==> config.mk <==
export PLATFORM = sky130hd
export DESIGN_NAME = seq_count_bin_var_up
export DESIGN_NICKNAME = d
export VERILOG_FILES = /design/src/rtl/seq_count_pkg.sv /design/src/rtl/seq_count_reg_ld_en.sv /design/src/rtl/seq_count_bin_var_up.sv
export SDC_FILE = /design/constraint.sdc
export NUM_CORES = 1
export LEC_CHECK = 0
export ABC_AREA = 1
export ABC_CLOCK_PERIOD_IN_PS = 1970
export BUFFER_PORTS_ARGS = -buffer_cell sky130_fd_sc_hd__clkbuf_2
export CAP_MARGIN = 20
export CELL_PAD_IN_SITES_DETAIL_PLACEMENT = 1
export CELL_PAD_IN_SITES_GLOBAL_PLACEMENT = 2
export CORE_MARGIN = 5
export CORE_UTILIZATION = 25
export DETAILED_ROUTE_END_ITERATION = 10
export HOLD_SLACK_MARGIN = 0.05
export PLACE_DENSITY = 0.73
export SLEW_MARGIN = 0
export SYNTH_ARGS = -nofsm -noshare
export SYNTH_HDL_FRONTEND = slang
export SYNTH_SLANG_ARGS = --single-unit
==> constraint.sdc <==
create_clock -name clk -period 1.97 [get_ports clk]
set_input_delay 0 -clock clk [delete_from_list [all_inputs] [get_ports clk]]
set_output_delay 0 -clock clk [all_outputs]
set_load 0.05 [all_outputs]
==> src/rtl/seq_count_pkg.sv <==
// Shared types and defaults for the sequential counter family.
package seq_count_pkg;

  localparam int SEQ_COUNT_NBITS = 3;

  typedef enum logic [1:0] {
    IDLE  = 2'd0,
    COUNT = 2'd1,
    DONE  = 2'd2
  } seq_count_state_e;

endpackage : seq_count_pkg

==> src/rtl/seq_count_reg_ld_en.sv <==
// Resettable nbits register: synchronous clear to zero takes priority over load of d.
module seq_count_reg_ld_en
  import seq_count_pkg::*;
#(
  parameter int nbits = SEQ_COUNT_NBITS
) (
  input  logic             clk,
  input  logic             reset_n,
  input  logic             clr,
  input  logic             ld,
  input  logic [nbits-1:0] d,
  output logic [nbits-1:0] q
);

  logic [nbits-1:0] q_r;

  // Storage: async reset, then clear > load > hold.
  always_ff @(posedge clk or negedge reset_n) begin
    if (!reset_n) begin
      q_r <= {nbits{1'b0}};
    end else if (clr) begin
      q_r <= {nbits{1'b0}};
    end else if (ld) begin
      q_r <= d;
    end else begin
      q_r <= q_r;
    end
  end

  assign q = q_r;

endmodule : seq_count_reg_ld_en

==> src/rtl/seq_count_bin_var_up.sv <==
// Loadable binary up-counter: counts from 0 to a captured terminal value, then flags done.
// Define SEQ_COUNT_VAR_UP_WRAP_EN for free-running modulo-(limit+1) counting.
module seq_count_bin_var_up
  import seq_count_pkg::*;
#(
  parameter int nbits = SEQ_COUNT_NBITS
) (
  input  logic             clk,
  input  logic             reset_n,
  input  logic             ld,
  input  logic [nbits-1:0] in_,
  input  logic             en,
  output logic [nbits-1:0] out,
  output logic             done
);

  seq_count_state_e state_r;
  logic             done_r;
  logic [nbits-1:0] count_r;
  logic [nbits-1:0] limit_r;
  logic [nbits-1:0] count_inc_s;
  logic             step_s;
  logic             wrap_s;

  seq_count_reg_ld_en #(.nbits(nbits)) u_count (
    .clk     (clk),
    .reset_n (reset_n),
    .clr     (ld | wrap_s),
    .ld      (step_s),
    .d       (count_inc_s),
    .q       (count_r)
  );

  seq_count_reg_ld_en #(.nbits(nbits)) u_limit (
    .clk     (clk),
    .reset_n (reset_n),
    .clr     (1'b0),
    .ld      (ld),
    .d       (in_),
    .q       (limit_r)
  );

  // Next-count decode: a load overrides enable; only COUNT (or DONE when wrapping) advances.
  always_comb begin
    count_inc_s = count_r + {{(nbits-1){1'b0}}, 1'b1};
    step_s      = 1'b0;
    wrap_s      = 1'b0;
    if (ld) begin
      step_s = 1'b0;
    end else if (en) begin
      case (state_r)
        COUNT: step_s = 1'b1;
`ifdef SEQ_COUNT_VAR_UP_WRAP_EN
        DONE:  wrap_s = 1'b1;
`else
        DONE:  wrap_s = 1'b0;
`endif
        default: step_s = 1'b0;
      endcase
    end else begin
      step_s = 1'b0;
    end
  end

  // Control FSM with registered done flag, kept in lockstep with the state.
  always_ff @(posedge clk or negedge reset_n) begin
    if (!reset_n) begin
      state_r <= IDLE;
      done_r  <= 1'b1;
    end else if (ld) begin
      if (in_ == {nbits{1'b0}}) begin
        state_r <= DONE;
        done_r  <= 1'b1;
      end else begin
        state_r <= COUNT;
        done_r  <= 1'b0;
      end
    end else if (step_s && (count_inc_s == limit_r)) begin
      state_r <= DONE;
      done_r  <= 1'b1;
    end else if (wrap_s && (limit_r != {nbits{1'b0}})) begin
      // A zero limit keeps the wrapped counter parked in DONE at 0.
      state_r <= COUNT;
      done_r  <= 1'b0;
    end else begin
      state_r <= state_r;
      done_r  <= done_r;
    end
  end

  assign out  = count_r;
  assign done = done_r;

endmodule : seq_count_bin_var_up

Word level (Yosys, flattened, before mapping)
Index checks and enable logic that the tools add are counted.
W data, S select, Z words.
{ "word_totals": {"ff_bits": 9, "input_bits": 7, "elab_cells": 22} }
{ "classes": {"addsub": 1, "muxes": 11, "n_eq_ne": 2, "reduce_logical": 4} }
{ "op_table": {"columns": ["cell", "n"], "rows": [
  ["$mux W1", 6],
  ["$mux W2", 3],
  ["$mux W3", 2],
  ["$reduce_bool A2 Y1", 2],
  ["$add A3 B1 Y3 const B", 1],
  ["$eq A3 B3 Y1", 1],
  ["$logic_not A3 Y1", 1],
  ["$eq A2 B1 Y1 const B", 1],
  ["$logic_and A1 B1 Y1", 1]
]} }

Longest topological paths before layout
{ "depth": {"ltp_word": 7, "ltp_mapped": 9, "ltp_nobuf": 9} }

By module
From an unflattened synthesis, not the netlist that was laid out.
{ "unflattened": {"cells_unflattened": 67, "hier_area_um2": 496.7} }
{ "by_module_without_submodules": {"columns": ["module", "area_each_um2", "cells_each", "instances"], "rows": [
  ["seq_count_bin_var_up", 251.5, 39, 1],
  ["seq_count_reg_ld_en", 122.6, 14, 2]
]} }

Least setup slack after synthesis
No wires, ideal clock.
{ "synth_path": {"kind": "register to register", "startpoint": "register u_count.q_r[0] (netlist: u_count.q[0])", "endpoint": "register state_r[0]", "path_buffers": 0, "slack_ns": 0.421, "setup_ns": 0.131, "arrival_time_ns": 1.419, "stages_incl_launch_ff": 9, "synth_period_minus_slack_ns": 1.549, "path_cell_list": "dfrtp_1 ha_1 inv_1 nand2_1 nand2_2 nor2_4 nand3_4 nand3_1 nand2_1"} }
{ "synth_between": {"elab_chain_cells": 4} }
{ "synth_rtl": {"columns": ["item", "line_no", "text"], "rows": [
  ["start: declaration", "seq_count_reg_ld_en.sv:15", "logic [nbits-1:0] q_r;"],
  ["start signal: assignment", "seq_count_reg_ld_en.sv:20", "q_r <= {nbits{1'b0}};"],
  ["start signal: assignment", "seq_count_reg_ld_en.sv:22", "q_r <= {nbits{1'b0}};"],
  ["start signal: assignment", "seq_count_reg_ld_en.sv:26", "q_r <= q_r;"],
  ["$add A3 B1 Y3", "seq_count_bin_var_up.sv:45", "count_inc_s = count_r + {{(nbits-1){1'b0}}, 1'b1};"],
  ["$eq A3 B3 Y1", "seq_count_bin_var_up.sv:78", "end else if (step_s && (count_inc_s == limit_r)) begin"],
  ["$logic_and A1 B1 Y1", "seq_count_bin_var_up.sv:78", null],
  ["$reduce_bool A2 Y1 (no source line)", null, null],
  ["end signal: assignment", "seq_count_bin_var_up.sv:86", "state_r <= state_r;"],
  ["end: declaration", "seq_count_bin_var_up.sv:17", "seq_count_state_e state_r;"]
]} }
No other way between the ends.
A chain may end at the register's enable or synchronous reset.

Final worst setup path
{ "layout_path": {"startpoint": "register u_count.q_r[0] (netlist: u_count.q[0])", "endpoint": "register state_r[1]"} }
Same word-level chain as after synthesis.

==> metrics.yaml <==
worst_setup_path:
  crit_end: "state_r[1]"
  cpLargestDelayFamily: "simple AND/OR/NAND/NOR gates"
  reg2reg_depth: 9
  crit_fanout: 4
  max_stage_delay_ns: 0.43
  crit_start: "u_count.q[0]"
  cp.required_ns: 2.18
  crit_buf_inv: 1
  cp-start-kind: "flip-flop"
  critical_path_arrival_ns: 1.57
  crit_chain: "ha_1 > inv_1 > nand2_1 > nand2_2 > nor2_4 > nand3_4 > nand2_2 > nand2_2 > nand2_1"
  rr_endpoint: "state_r[1]"
  crit_top_cell: "nand2_2"
  endpoint_kind: "flip-flop"
  rrSetupSlack_ns: 0.61
  timing.rr.start: "u_count.q[0]"
  crit_slowest_cell: "dfrtp_1"
  cp.depth: 9
  worstSetupPathType: "reg -> reg"
power_and_ir_drop:
  p_per_area_nw_per_um2: 687
  ir_worst_vdd_mv: 0.313
  p_sw_share_pct: 31.8
  finalPower_mw: 0.462
  power_frac_seq_pct: 45.5
  netSwitchingPower_mw: 0.147
  p_int_mw: 0.315
  p_clk_share_pct: 31.7
  comb_power_share_pct: 22.8
  total_leakage_power_nw: 0.347
grt:
  grt_first_pass_wirelength_mm: 2.01
  grt_max_degree: 10
  grt_pass1_vias: 454
  antenna_found_initial: 0
  gr-total-overflow: 0
  grt_use_total_pct: 8.19
run:
  cap_violations: 0
cts:
  clk_root_buffer_cell: "clkbuf_4"
  cts.clk_slew.worst_paths_ns: 0.07
  cts_tree: "yes"
  numCtsBuffers: 3
  clock_latency_ns: 0.26
  post_cts_buffers: 0
  clock_tree.buffer_depth: 2
  cts.sinks: 9
  h-tree-depth: 1
timing:
  setup-tns-final_ns: 0
  timing.final.crit_share_pct: 69.1
  worst_slew_pin_slew_ns: 0.386
  layout_setup_ws_ns: 0.608
  slew_violations: 0
  worst_clock_skew_ns: 0.00676
  setup_viol: 0
  fin_crit_ns: 1.36
  fmax_ghz: 0.734
  rsz0062_at_grt: "false"
  final_hold_viol_count: 0
  relSlewSlack_pct: 74.0
synth:
  synth_top_cell_by_area: "dfrtp_1"
  synth_area_leaders: "dfrtp_1 (38%), nand2_1 (12%), nand2_2 (8.2%), dfstp_2 (4.9%), nand3_1 (4.7%)"
  yosysUniqueCellTypes: 17
  ys_top_cells_by_count: "nand2_1 (17), dfrtp_1 (8), nand2_2 (7)"
  ys_seq_area_share_pct: 42.5
  synth_xor_area_share_pct: 0
  netlist_area_um2: 533
  synth-compound-area-share_pct: 6.10
  synthMuxAreaShare_pct: 0
  syn_avg_cell_area_um2: 8.60
  async_reset_ff_share_pct: 100
  syn_inst: 62
  synth-seq-cells: 9
  synth_top_area_share_pct: 37.6
  syn-num-nets: 70
  synth.most_common_cell: "nand2_1"
  ys_warn_count: 0
  synth-main-ff-cell: "dfrtp_1"
  synth_edf_count: 0
  synth_fa_ha_area_share_pct: 2.35
  synth_top_family_by_area: "simple AND/OR/NAND/NOR gates"
  synth-simple-area-share_pct: 39.9
floorplan:
  io_pins: 11
  core_region_area_um2: 2000
  rows: 16
  die-area_um2: 3160
  fp.dieW_um: 56.2
  initial_core_util_pct: 26.6
  die_y_um: 56.2
final_layout:
  fin_area_um2: 672
  drive_gt1_share_pct: 40.5
  utilization_pct: 33.6
  area_growth_pct: 26.1
  antenna_cells: 0
  fin_nets: 88
placed_design:
  pre_cts_slack_ns: 0.596
  place_area_um2: 606
  finalWeightedCongestion: 0.645
  port_buffers: 10
  place_hpwl_um: 947
hold_path:
  hp-class: "in -> async"
detailed_routing:
  viasPerCell: 4.28
  dr.first_iter.drc_count: 0
  vias: 454
  finalWirelength_mm: 1.15
  antenna_left: 0
  drt_drc_violations_left: 0
  drtPass1Iterations: 1
  wl_per_cell_um: 10.8
status:
  status: "complete, no violations"
worst register-to-register path: stages (launching register included):
cell and delay [ns]:
dfrtp_1 0.43, ha_1 0.34, inv_1 0.04, nand2_1 0.06, nand2_2 0.06, nor2_4 0.09
nand3_4 0.10, nand2_2 0.07, nand2_2 0.05, nand2_1 0.07
metrics by stage:
| stage | instances | hold slack, ns |
|---|---|---|
| final | 106 | 0.130 |
| after global placement | 98 | -0.119 |
| after CTS | 106 | 0.138 |
| after floorplan | 62 | -0.296 |
| after detailed placement | 98 | -0.119 |
| after global routing | 106 | 0.140 |
cells in the final DEF (no fill, tap or decap), drive strengths merged:
master / count
dfstp: 1
o31ai: 1
inv: 10
nor2: 2
nand3: 8
nand2: 25
o21ai: 5
ha: 1
dlygate4sd3: 4
dfrtp: 8
clkbuf: 14
state kept, by name, indices dropped and copies added (netlist names):
| register | cells |
|---|---|
| u_count.q | 3 |
| state_r | 2 |
| done | 1 |
| u_limit.q | 3 |
logic make-up (layout without fill, tap and decap cells):
logic type               Yosys count  count (layout)
adder cells (fa/ha/maj)            1               1
buffers and inverters             11              28
AND/OR/NAND/NOR                   35              35
AO/OA/AOI/OAI                      6               6
flip-flops                         9               9
per-layer routing:
| metal | wire (um) | up-vias | track usage, % | part of all wire, % |
|---|---|---|---|---|
| li1 | - | 228 | - | - |
| met1 | 513 | 214 | 9.33 | 45 |
| met2 | 565 | 8 | 13.9 | 49 |
| met3 | 43 | 4 | 2.32 | 3.7 |
| met4 | 26 | 0 | 4.07 | 2.3 |
| met5 | 0 | - | 0 | 0 |
cell type report:
| class | count | area, um^2 |
|---|---|---|
| clock buffers | 4 | 26.3 |
| fillers | 265 | 1330 |
| inverters | 10 | 37.5 |
| multi-input cells | 42 | 258 |
| flip-flops and latches | 9 | 226 |
| well taps | 27 | 33.8 |
| repair buffers | 14 | 90.1 |
power groups by stage:
stage	Sequential [mW]	Clock, mW	Combinational (mW)
finish	0.210	0.146	0.105
global route	0.212	0.163	0.117
CTS	0.211	0.150	0.108
detailed placement	0.214	0	0.102
global placement	0.213	0	0.100
floorplan	0.229	0	0.0618
worst min-delay path by stage:
stage | start | endpoint | slack (ns) | depth (start not counted)
after CTS | reset_n | u_limit.q[2] | 0.14 | 2
final | reset_n | state_r[0] | 0.13 | 2
after detailed placement | reset_n | u_limit.q[2] | -0.12 | 1
after floorplan | reset_n | state_r[0] | -0.30 | 0
after global placement | reset_n | state_r[0] | -0.12 | 1
after global routing | reset_n | state_r[0] | 0.14 | 2
timing repair:
item                      in CTS  in global routing
hold buffers                   4                  0
resized for setup              0                  0
hold endpoints to repair      13                  0
Note: power is estimated with default switching activity, not from simulation.
